## config.mk

```make
export PLATFORM = sky130hd
export DESIGN_NAME = hazard_sequencer
export DESIGN_NICKNAME = d
export VERILOG_FILES = /design/src/rtl/hazard_sequencer.sv
export SDC_FILE = /design/constraint.sdc
export NUM_CORES = 1
export LEC_CHECK = 0
export BUFFER_PORTS_ARGS = -buffer_cell sky130_fd_sc_hd__buf_4
export CAP_MARGIN = 10
export CORE_MARGIN = 3
export CORE_UTILIZATION = 55
export DETAILED_ROUTE_END_ITERATION = 8
export PLACE_DENSITY = 0.93
export SLEW_MARGIN = 10
export SYNTH_ARGS = -nofsm -noshare
export SYNTH_HDL_FRONTEND = slang
export SYNTH_SLANG_ARGS = --single-unit
```

## constraint.sdc

```tcl
create_clock -name clk_i -period 4.6 [get_ports clk_i]
set_input_delay 0.23 -clock clk_i [delete_from_list [all_inputs] [get_ports clk_i]]
set_output_delay 0.23 -clock clk_i [all_outputs]
set_load 0.02 [all_outputs]
```

## src/rtl/hazard_sequencer.sv

```systemverilog
// Pipeline hazard controller: load-use stalls, taken-branch flushes and
// multi-cycle MDU occupancy, with a saturating stall counter and a sticky timeout flag.
module hazard_sequencer #(
  parameter int unsigned MDU_TIMEOUT = 64
) (
  input  logic        clk_i,
  input  logic        rst_i,
  input  logic [4:0]  ID_rs,
  input  logic [4:0]  ID_rt,
  input  logic        ID_uses_rt,
  input  logic        ID_mdu_op,
  input  logic        IE_memread,
  input  logic [4:0]  IE_rt,
  input  logic        IE_branch_taken,
  input  logic        mdu_done,
  output logic        pc_write,
  output logic        IF_ID_write,
  output logic        IF_ID_flush,
  output logic        ID_EX_bubble,
  output logic        mdu_start,
  output logic        mdu_error,
  output logic [15:0] stall_cycles
);

  localparam logic S_RUN      = 1'b0;
  localparam logic S_MDU_WAIT = 1'b1;

  localparam logic [7:0] TMO_LAST = 8'(MDU_TIMEOUT - 1);

  logic        r_state;
  logic [7:0]  r_tmo_cnt;
  logic [15:0] r_stall_cnt;
  logic        r_mdu_error;

  logic        w_next_state;
  logic        w_load_use;
  logic        w_tmo_hit;
  logic        w_set_error;

  assign w_load_use = IE_memread && (IE_rt != 5'd0) &&
                      ((IE_rt == ID_rs) || (ID_uses_rt && (IE_rt == ID_rt)));
  assign w_tmo_hit  = (r_tmo_cnt == TMO_LAST);

  // Outputs are forced low while reset is held, independent of state.
  always_comb begin
    pc_write     = 1'b0;
    IF_ID_write  = 1'b0;
    IF_ID_flush  = 1'b0;
    ID_EX_bubble = 1'b0;
    mdu_start    = 1'b0;
    w_next_state = r_state;
    w_set_error  = 1'b0;
    if (rst_i) begin
      case (r_state)
        S_RUN: begin
          if (IE_branch_taken) begin
            IF_ID_flush  = 1'b1;
            ID_EX_bubble = 1'b1;
            pc_write     = 1'b1;
            IF_ID_write  = 1'b1;
          end else if (w_load_use) begin
            ID_EX_bubble = 1'b1;
          end else if (ID_mdu_op) begin
            mdu_start    = 1'b1;
            pc_write     = 1'b1;
            IF_ID_write  = 1'b1;
            w_next_state = S_MDU_WAIT;
          end else begin
            pc_write     = 1'b1;
            IF_ID_write  = 1'b1;
          end
        end
        default: begin
          if (mdu_done || w_tmo_hit) begin
            pc_write     = 1'b1;
            IF_ID_write  = 1'b1;
            w_next_state = S_RUN;
            w_set_error  = !mdu_done;
          end else begin
            ID_EX_bubble = 1'b1;
          end
        end
      endcase
    end
  end

  always_ff @(posedge clk_i or negedge rst_i) begin
    if (!rst_i) begin
      r_state     <= S_RUN;
      r_tmo_cnt   <= '0;
      r_stall_cnt <= '0;
      r_mdu_error <= 1'b0;
    end else begin
      r_state <= w_next_state;
      // Held at zero throughout RUN, so it is already clear on entry to MDU_WAIT.
      if (r_state == S_RUN)
        r_tmo_cnt <= '0;
      else
        r_tmo_cnt <= r_tmo_cnt + 8'd1;
      if (!pc_write && (r_stall_cnt != '1))
        r_stall_cnt <= r_stall_cnt + 16'd1;
      if (w_set_error)
        r_mdu_error <= 1'b1;
    end
  end

  assign mdu_error    = r_mdu_error;
  assign stall_cycles = r_stall_cnt;

endmodule

```

==> reports/metrics.yaml <==
postSynthAreaPerCell_um2: 10.80
die_h_um: 58.05
endpoint_kind: "primary output"
fmax_mhz: 407.6
drc: 0
rows: 18
grt_pass1_vias: 1070
power_density_mw_per_mm2: 362.8
hpwl_mm: 2.265
min_path_type: "in -> reg"
worstSetupPathType: "reg -> out"
clock_skew_ps: 3.925
relSlewSlack_pct: 57.83
ys_seq_area_share_pct: 43.66
synth_warnings: 0
first_iter_violations: 42
cts_tree: "done"
overflow: 0
slowest_stage: "dfrtp_1"
timing.final.hold_violations: 0
core-area_mm2: 0.002522
dieWidth_um: 58.05
ir_worst_vdd_mv: 0.4505
cp_cell_sequence: "ha_1 > and3_1 > nand3_1 > o31ai_2 > o211ai_4 > inv_1 > buf_4"
vias: 1160
synth-seq-cells: 26
post_cts_buffers: 0
finalSetupViolCount: 0
hold_ws_ps: 233.5
drt_wl_total_mm: 2.974
root_buffer: "clkbuf_4"
post_drt_via_cell_ratio: 5.498
syn_inst: 138
routedWlPerCell_um: 14.09
fin_util_pct: 73.66
io_buffers: 43
async_flop_share_pct: 100.0
leakagePower_uw: 0.0008663
clkSlewWorstSetupHoldPaths_ps: 140
finalCritPeriodShare_pct: 53.33
grt_antenna_before_repair: 0
worst_ep_arrival_time_ps: 2220
antenna_left: 0
cp_max_fo: 16
synth.net_count: 162
status: "finished clean"
min_period_ps: 2453
h-tree-depth: 1
layout_commonest_cell: "buf_4"
synth_area_mm2: 0.001490
synth_flop_cell: "dfrtp_1"
fin_nets: 206
crit_required_ps: 4370
drive_gt1_share_pct: 35.91
n_antenna_cell: 0
insertion_delay_ps: 330
grt_usage_pct: 18.99
nFillCells: 168
crit_path_max_incr_delay_ps: 390
gp_congestion: 0.7724
slew_violations: 0
layout_common_cells: "buf_4, dfrtp_1, xnor2_1"
synth_edf_count: 0
synthDistinctLibCells: 36
start_kind: "register"
cts-buffers-inserted: 3
grt_max_degree: 33
cts.sinks: 26
clk_path_buf_depth: 2
areaGrowthSynthToFinish_pct: 24.69
drtPass1Iterations: 4
setup_tns_ps: 0
grt_pass1_wl_mm: 4.892
dieArea_mm2: 0.003370
io_pins: 44
floorplan.initialDensity_pct: 59.08
rsz0062_at_grt: "no"
cap_violations: 0
worst_pin_slew_ps: 632.5
==> sequential cells by signal (all words and copies together) (netlist names) <==
signal / count
r_state: 1
mdu_error: 1
stall_cycles: 16
r_tmo_cnt: 8
==> path summary, 6_finish.rpt <==
path | to | start | cells after the start | slack (ps)
worst max-delay path | IF_ID_write | r_tmo_cnt[0] | 7 | 2150
worst min-delay path | r_state | ID_mdu_op | 3 | 230
worst max register to register | stall_cycles[1] | stall_cycles[6] | 6 | 2310
worst min register to register | r_tmo_cnt[0] | r_tmo_cnt[0] | 1 | 470
max in group asynchronous | r_tmo_cnt[6] | rst_i | 2 | 3970
min in group asynchronous | stall_cycles[5] | rst_i | 2 | 340
==> stage by stage <==
stage | instance area (µm²) | worst slack (ps) | power [µW] | std cells
detailed placement | 1812 | 2337 | 559.9 | 206
floorplan | 1490 | 2533 | 459.3 | 138
global placement | 1812 | 2402 | 548.1 | 206
global route | 1858 | 1953 | 709.1 | 211
finish | 1858 | 2147 | 674.1 | 211
CTS | 1858 | 2126 | 678.2 | 211
==> critical path: cells and delay by family (launching register included) <==
kind / cells / cell delay [ps]
and+or+nand+nor: 2 / 360
AOI/OAI and AO/OA: 2 / 640
DFF: 1 / 390
buffers and inverters: 2 / 300
adders and majority gates: 1 / 190
==> layout make-up <==
class	count	area, µm²	share of cell area (%)
Sequential cell	26	650.6	35.02
Inverter	2	7.507	0.4040
Multi-Input combinational cell	105	793.3	42.69
Clock buffer	4	36.28	1.953
Tap cell	30	37.54	2.020
Timing Repair Buffer	44	332.8	17.91
==> per-layer routing <==
metal  track usage [%]  part of all wire [%]  vias up
li1                  -                     -      560
met1             24.57                    44      557
met2             31.45                    49       39
met3             2.450                   5.2        4
met4             8.940                   2.1        0
met5                 0                     0        -
==> power by group <==
| part | leakage [µW] | internal [µW] | total [µW] | switching [µW] |
|---|---|---|---|---|
| clock | 0.0000210 | 48.5 | 118 | 69.3 |
| combinational | 0.000498 | 115 | 235 | 120 |
| sequential | 0.000347 | 269 | 322 | 53.0 |
==> cell usage after synthesis (2+ instances only) <==
master / instances / area share, %
and3_1: 7 / 2.9
nor3_1: 2 / 0.67
nand2_1: 5 / 1.3
nor2b_1: 3 / 1.3
dfrtp_1: 26 / 44
nor2_1: 8 / 2.0
nand4_1: 5 / 2.1
xor2_1: 11 / 6.5
nand3_1: 8 / 2.7
mux2_2: 2 / 1.5
and2_1: 6 / 2.5
xnor2_1: 19 / 11
buf_6: 2 / 1.5
or3_1: 2 / 0.84
inv_1: 2 / 0.50
nand3_2: 9 / 6.0
ha_1: 2 / 1.7
==> repair_timing <==
action,CTS,global route
gates resized for setup,0,0
hold endpoints to repair,26,0
hold buffers,1,0
==> cells by family after synthesis <==
family / synth area share, %
DFF: 43.66
and+or+nand+nor: 27.12
buffers and inverters: 3.106
xor gates and xnor gates: 17.63
AOI/OAI and AO/OA: 5.290
muxes: 1.511
adders and majority gates: 1.679
No activity file was read; power rests on OpenSTA's default activity.
